`src/rtl/inst_pkg.sv`:
```
// Shared instruction-field definitions for the loader (packing) and the splitter (unpacking).
package inst_pkg;

    // Instruction format selector
    localparam logic [1:0] FMT_R   = 2'd0;
    localparam logic [1:0] FMT_I   = 2'd1;
    localparam logic [1:0] FMT_J   = 2'd2;
    localparam logic [1:0] FMT_BAD = 2'd3;

    // Field bit positions inside a 32-bit MIPS word
    localparam int OP_HI    = 31;
    localparam int OP_LO    = 26;
    localparam int RS_HI    = 25;
    localparam int RS_LO    = 21;
    localparam int RT_HI    = 20;
    localparam int RT_LO    = 16;
    localparam int RD_HI    = 15;
    localparam int RD_LO    = 11;
    localparam int SH_HI    = 10;
    localparam int SH_LO    = 6;
    localparam int FUNCT_HI = 5;
    localparam int FUNCT_LO = 0;
    localparam int IMM_HI   = 15;
    localparam int IMM_LO   = 0;
    localparam int JADDR_HI = 25;
    localparam int JADDR_LO = 0;

    // One field tuple as presented on the input handshake
    typedef struct packed {
        logic [1:0]  fmt;
        logic [5:0]  op;
        logic [4:0]  rs;
        logic [4:0]  rt;
        logic [4:0]  rd;
        logic [4:0]  shamt;
        logic [5:0]  funct;
        logic [15:0] imm16;
        logic [25:0] jaddr;
    } inst_fields_t;

    // Loader FSM states
    typedef enum logic [1:0] {
        ST_IDLE  = 2'd0,
        ST_LOAD  = 2'd1,
        ST_WRITE = 2'd2,
        ST_DONE  = 2'd3
    } ld_state_t;

endpackage

```
`src/rtl/inst_field_packer.sv`:
```
// Combinational field-tuple to 32-bit instruction word. Illegal format packs a NOP and flags it.
module inst_field_packer
    import inst_pkg::*;
(
    input  inst_fields_t f,
    output logic [31:0]  word,
    output logic         illegal
);

    // Place fields by format; fields not used by the selected format are dropped
    always_comb begin
        word    = '0;
        illegal = 1'b0;
        case (f.fmt)
            FMT_R: begin
                word[OP_HI:OP_LO]       = f.op;
                word[RS_HI:RS_LO]       = f.rs;
                word[RT_HI:RT_LO]       = f.rt;
                word[RD_HI:RD_LO]       = f.rd;
                word[SH_HI:SH_LO]       = f.shamt;
                word[FUNCT_HI:FUNCT_LO] = f.funct;
            end
            FMT_I: begin
                word[OP_HI:OP_LO]   = f.op;
                word[RS_HI:RS_LO]   = f.rs;
                word[RT_HI:RT_LO]   = f.rt;
                word[IMM_HI:IMM_LO] = f.imm16;
            end
            FMT_J: begin
                word[OP_HI:OP_LO]       = f.op;
                word[JADDR_HI:JADDR_LO] = f.jaddr;
            end
            default: begin
                illegal = 1'b1;
            end
        endcase
    end

endmodule

```
`src/rtl/inst_packer_loader.sv`:
```
// Boot/test loader: takes field tuples over valid/ready, packs them into MIPS words and
// writes them to consecutive IM addresses, one word every two cycles, framed by start/count.
module inst_packer_loader
    import inst_pkg::*;
#(
    parameter int ADDR_W = 10,
    parameter int CNT_W  = 10
) (
    input  logic              clk,
    input  logic              rst,
    input  logic              start,
    input  logic [ADDR_W-1:0] base_addr,
    input  logic [CNT_W-1:0]  count,
    input  logic              in_valid,
    output logic              in_ready,
    input  logic [1:0]        fmt,
    input  logic [5:0]        op,
    input  logic [4:0]        rs,
    input  logic [4:0]        rt,
    input  logic [4:0]        rd,
    input  logic [4:0]        shamt,
    input  logic [5:0]        funct,
    input  logic [15:0]       imm16,
    input  logic [25:0]       jaddr,
    output logic              im_we,
    output logic [ADDR_W-1:0] im_addr,
    output logic [31:0]       im_wdata,
    output logic              busy,
    output logic              done,
    output logic              err,
    output logic              wrap,
    output logic [31:0]       checksum
);

    ld_state_t         state;
    logic [ADDR_W-1:0] addr;
    logic [CNT_W-1:0]  remaining;
    inst_fields_t      fields;
    logic [31:0]       pk_word;
    logic              pk_illegal;

    assign fields = '{fmt: fmt, op: op, rs: rs, rt: rt, rd: rd, shamt: shamt,
                      funct: funct, imm16: imm16, jaddr: jaddr};

    inst_field_packer u_packer (
        .f       (fields),
        .word    (pk_word),
        .illegal (pk_illegal)
    );

    // Run FSM; all outputs are registered. im_wdata doubles as the word register so the
    // WRITE cycle presents exactly the word captured at the handshake.
    always_ff @(posedge clk) begin
        if (rst) begin
            state     <= ST_IDLE;
            addr      <= '0;
            remaining <= '0;
            in_ready  <= 1'b0;
            im_we     <= 1'b0;
            im_addr   <= '0;
            im_wdata  <= '0;
            busy      <= 1'b0;
            done      <= 1'b0;
            err       <= 1'b0;
            wrap      <= 1'b0;
            checksum  <= '0;
        end else begin
            im_we <= 1'b0;
            done  <= 1'b0;
            case (state)
                ST_IDLE: begin
                    if (start) begin
                        addr      <= base_addr;
                        remaining <= count;
                        err       <= 1'b0;
                        wrap      <= 1'b0;
                        checksum  <= '0;
                        busy      <= 1'b1;
                        if (count == '0) begin
                            state <= ST_DONE;
                            done  <= 1'b1;
                        end else begin
                            state    <= ST_LOAD;
                            in_ready <= 1'b1;
                        end
                    end
                end
                ST_LOAD: begin
                    if (in_valid && in_ready) begin
                        im_we    <= 1'b1;
                        im_addr  <= addr;
                        im_wdata <= pk_word;
                        err      <= err | pk_illegal;
                        in_ready <= 1'b0;
                        state    <= ST_WRITE;
                    end
                end
                ST_WRITE: begin
                    checksum  <= checksum ^ im_wdata;
                    remaining <= remaining - CNT_W'(1);
                    addr      <= addr + ADDR_W'(1);
                    if (&addr) wrap <= 1'b1;
                    if (remaining == CNT_W'(1)) begin
                        state <= ST_DONE;
                        done  <= 1'b1;
                    end else begin
                        state    <= ST_LOAD;
                        in_ready <= 1'b1;
                    end
                end
                ST_DONE: begin
                    state <= ST_IDLE;
                    busy  <= 1'b0;
                end
                default: begin
                    state <= ST_IDLE;
                end
            endcase
        end
    end

endmodule
```
`config.mk`:
```
export PLATFORM = sky130hd
export DESIGN_NAME = inst_packer_loader
export DESIGN_NICKNAME = d
export VERILOG_FILES = /design/src/rtl/inst_pkg.sv /design/src/rtl/inst_field_packer.sv /design/src/rtl/inst_packer_loader.sv
export SDC_FILE = /design/constraint.sdc
export NUM_CORES = 1
export LEC_CHECK = 0
export BUFFER_PORTS_ARGS = -buffer_cell sky130_fd_sc_hd__buf_2
export CAP_MARGIN = 20
export CORE_UTILIZATION = 41
export CTS_BUF_LIST = sky130_fd_sc_hd__clkbuf_4
export DETAILED_ROUTE_END_ITERATION = 10
export PLACE_DENSITY_LB_ADDON = 0.15
export SLEW_MARGIN = 20
export SYNTH_ARGS = -nofsm -noshare
export SYNTH_HDL_FRONTEND = slang
export SYNTH_HIERARCHICAL = 1
export SYNTH_SLANG_ARGS = --single-unit
export TNS_END_PERCENT = 10
```
`constraint.sdc`:
```
create_clock -name clk -period 3.3 [get_ports clk]
set_input_delay 0.495 -clock clk [delete_from_list [all_inputs] [get_ports clk]]
set_output_delay 0.495 -clock clk [all_outputs]
set_load 0.03 [all_outputs]
```
==> results.sh <==
export IMPL_status="completed"
export IMPL_synth_ff_type="dfxtp_1"
export IMPL_clkTransAtPathRegs_ns=0.14
export IMPL_crit_cells=5
export IMPL_end_kind="register"
export IMPL_worstPathArrival_ns=2.95
export IMPL_post_cts_buffers=0
export IMPL_grt_max_degree=77
export IMPL_cp_start_kind="register"
export IMPL_grt_pass1_vias=4299
export IMPL_overflow=0
export IMPL_p_seq_share_pct=56.3
export IMPL_start_util_pct=42.02
export IMPL_clock_path_buffers=2
export IMPL_holdPathStages=3
export IMPL_ys_seq_area_share_pct=42.56
export IMPL_fin_total_pwr_mw=2.358
export IMPL_avgSynthCellArea_um2=8.259
export IMPL_cts_sinks=102
export IMPL_die_x_um=110.2
export IMPL_die_area_um2=12140
export IMPL_ios=180
export IMPL_cts_tree="built"
export IMPL_postRouteAntennaNets=0
export IMPL_drive_gt1_share_pct=29.46
export IMPL_crit_top_cell="nor2_1"
export IMPL_worst_pin_slew_ns=1.079
export IMPL_fmax_mhz=389.4
export IMPL_path_buf_inv=1
export IMPL_leakagePower_nw=2.489
export IMPL_setup_violations=0
export IMPL_syn2layout_area_growth_pct=21.90
export IMPL_finalHoldViolations=0
export IMPL_grt_total_usage_pct=22.72
export IMPL_layout_nets=840
export IMPL_internal_power_mw=1.670
export IMPL_min_path_type="primary input to register"
export IMPL_worstPathRequired_ns=3.68
export IMPL_hold_start="base_addr[1]"
export IMPL_powerDensity_nw_per_um2=403.0
export IMPL_drt_pass1_iter_count=4
export IMPL_max_stage_delay_ns=0.86
export IMPL_yosys_warnings=6
export IMPL_worst_setup_path_type="register to register"
export IMPL_vdd_ir_drop_max_uv=267.3
export IMPL_reg2reg_from="state[0]"
export IMPL_drt_wl_total_um=13370
export IMPL_die_y_um=110.2
export IMPL_antenna_found_initial=0
export IMPL_slew_headroom_pct=28.10
export IMPL_clk_latency_ns=0.46
export IMPL_synth_edff_count=0
export IMPL_power_share_clock_pct=26.7
export IMPL_portBuffers=179
export IMPL_min_period_over_period_pct=77.83
export IMPL_grt_pass1_wl_um=21160
export IMPL_path_cells="o21bai_2 > nor2_1 > buf_4 > or2_1 > nor2_1"
export IMPL_cap_violations=0
export IMPL_netlist_instances=581
export IMPL_post_cts_resized=0
export IMPL_cts_buffers=9
export IMPL_insertedDiodeCount=0
export IMPL_gp_congestion=0.8374
export IMPL_syn_nets=684
export IMPL_synthArstFlopShare_pct=0
export IMPL_dp_hpwl_um=9355
export IMPL_crit_slowest_cell="dfxtp_1"
export IMPL_worst_r2r_cell_count=5
export IMPL_h_tree_depth=3
export IMPL_worstSetupStartpoint="state[0]"
export IMPL_comb_power_share_pct=16.9
export IMPL_skew_ns=0.009158
export IMPL_post_route_min_period_ns=2.568
export IMPL_clock_root_buffer="clkbuf_4"
export IMPL_netSwitchingFraction_pct=29.17
export IMPL_synth_distinct_cells=59
export IMPL_cp_top_family="simple AND/OR/NAND/NOR gates"
export IMPL_ys_ff_latch=102
export IMPL_wl_per_cell_um=15.14
export IMPL_critical_path_max_fanout=26
export IMPL_finalSetupTns_ns=0
export IMPL_viasPerCell=5.258
export IMPL_cts_hold_buffers=0
export IMPL_core_um2=11420
export IMPL_grt_setup_unrepaired="false"
export IMPL_rows=39
export IMPL_power_switching_mw=0.6877
export IMPL_drv_slew=0
export IMPL_drc_errors=0
export IMPL_vias=4643
export IMPL_synth_area_um2=4798
export IMPL_drtIter0Drc=267
==> stage by stage <==
stage / hold WS [ns] / setup slack, ns / util [%] / cell area (um2) / cells
finish: 0.3197 / 0.7317 / 51.23 / 5849 / 883
floorplan: 0.4450 / 1.623 / - / 4798 / 581
global route: 0.2909 / 0.4772 / 51.23 / 5849 / 883
detailed placement: 0.4459 / 0.6816 / 50.13 / 5724 / 869
global placement: 0.4442 / 0.7727 / 50.13 / 5724 / 869
CTS: 0.2678 / 0.6694 / 51.23 / 5849 / 883
==> synth_stat cells, types with 4 or more instances <==
library cell / count / share of area, %
a211oi_1: 8 / 1.3
a21oi_1: 60 / 6.3
a221oi_1: 6 / 1.1
a22o_1: 10 / 1.8
and2_1: 6 / 0.78
buf_2: 9 / 0.94
buf_6: 6 / 1.4
clkbuf_1: 23 / 1.8
dfxtp_1: 102 / 43
inv_1: 7 / 0.55
mux2_2: 4 / 0.94
mux2i_1: 17 / 3.5
nand2_1: 131 / 10
nand2b_1: 4 / 0.52
nand3_1: 4 / 0.42
nor2_1: 49 / 3.8
nor2b_1: 7 / 0.91
nor3_1: 9 / 0.94
nor3b_1: 4 / 0.63
o21ai_0: 10 / 1.0
o22ai_1: 4 / 0.52
o2bb2ai_1: 16 / 2.9
or4_1: 4 / 0.63
xor2_1: 26 / 4.7
==> power groups by stage <==
stage / Sequential, mW / Clock [mW] / Combinational [mW]
after global placement: 1.35 / 0 / 0.393
after CTS: 1.33 / 0.657 / 0.401
final: 1.33 / 0.630 / 0.399
after global routing: 1.34 / 0.709 / 0.441
after floorplan: 1.35 / 0 / 0.261
after detailed placement: 1.35 / 0 / 0.400
==> worst reg2reg max path: stages, from the launching register on <==
cell and delay (ns):
dfxtp_1 0.86, o21bai_2 0.47, nor2_1 0.11, buf_4 0.20
or2_1 0.61, nor2_1 0.25
==> layer usage <==
| metal | part of all wire, % | track usage [%] |
|---|---|---|
| met5 | 0 | 0 |
| met4 | 1.4 | 6.767 |
| met3 | 5.5 | 6.055 |
| met2 | 48 | 37.99 |
| met1 | 45 | 28.62 |
==> cells in the final DEF, fill, tap and decap left out, types with 5 or more instances in the layout <==
master     synthesis  routed
a211oi_1           8       8
a21oi_1           60      60
a221oi_1           6       6
a22o_1            10      10
and2_1             6       6
buf_2              9     179
buf_4              0       7
clkbuf_4           0      10
dfxtp_1          102     102
inv_1              7       7
mux2i_1           17      17
nand2_1          131     131
nor2_1            49      49
nor2b_1            7       5
nor3_1             9       9
o21ai_0           10      10
o2bb2ai_1         16      16
xor2_1            26      26
==> cell type report <==
type / count / area [um2]
repair buffers: 186 / 948.4
inverters: 8 / 30.03
well taps: 143 / 178.9
clock buffers: 10 / 75.07
fillers: 1136 / 5569
clock inverters: 4 / 50.05
multi-input cells: 430 / 2525
flip-flops and latches: 102 / 2042
==> sequential cells by signal, indices dropped and copies added, names as in the netlist, 2 cells and up <==
signal	flops
checksum	32
im_wdata	32
addr	10
im_addr	10
remaining	10
state	2
==> cell families after synthesis <==
logic type	count (synthesis)	share of synthesized area (%)
compound gates	140	19.66
xor+xnor	26	4.746
fa+ha+maj	3	0.7824
buf+inv	49	5.241
flops	102	42.56
mux	21	4.485
simple gates	240	22.53
==> worst paths after layout <==
kind                            slack [ns]      endpoint
worst max-delay path                  0.73  checksum[18]
worst min-delay path                  0.32       addr[1]
worst max register to register        0.73  checksum[18]
worst min register to register        0.46    im_addr[6]
(Power assumes the default switching activity.)
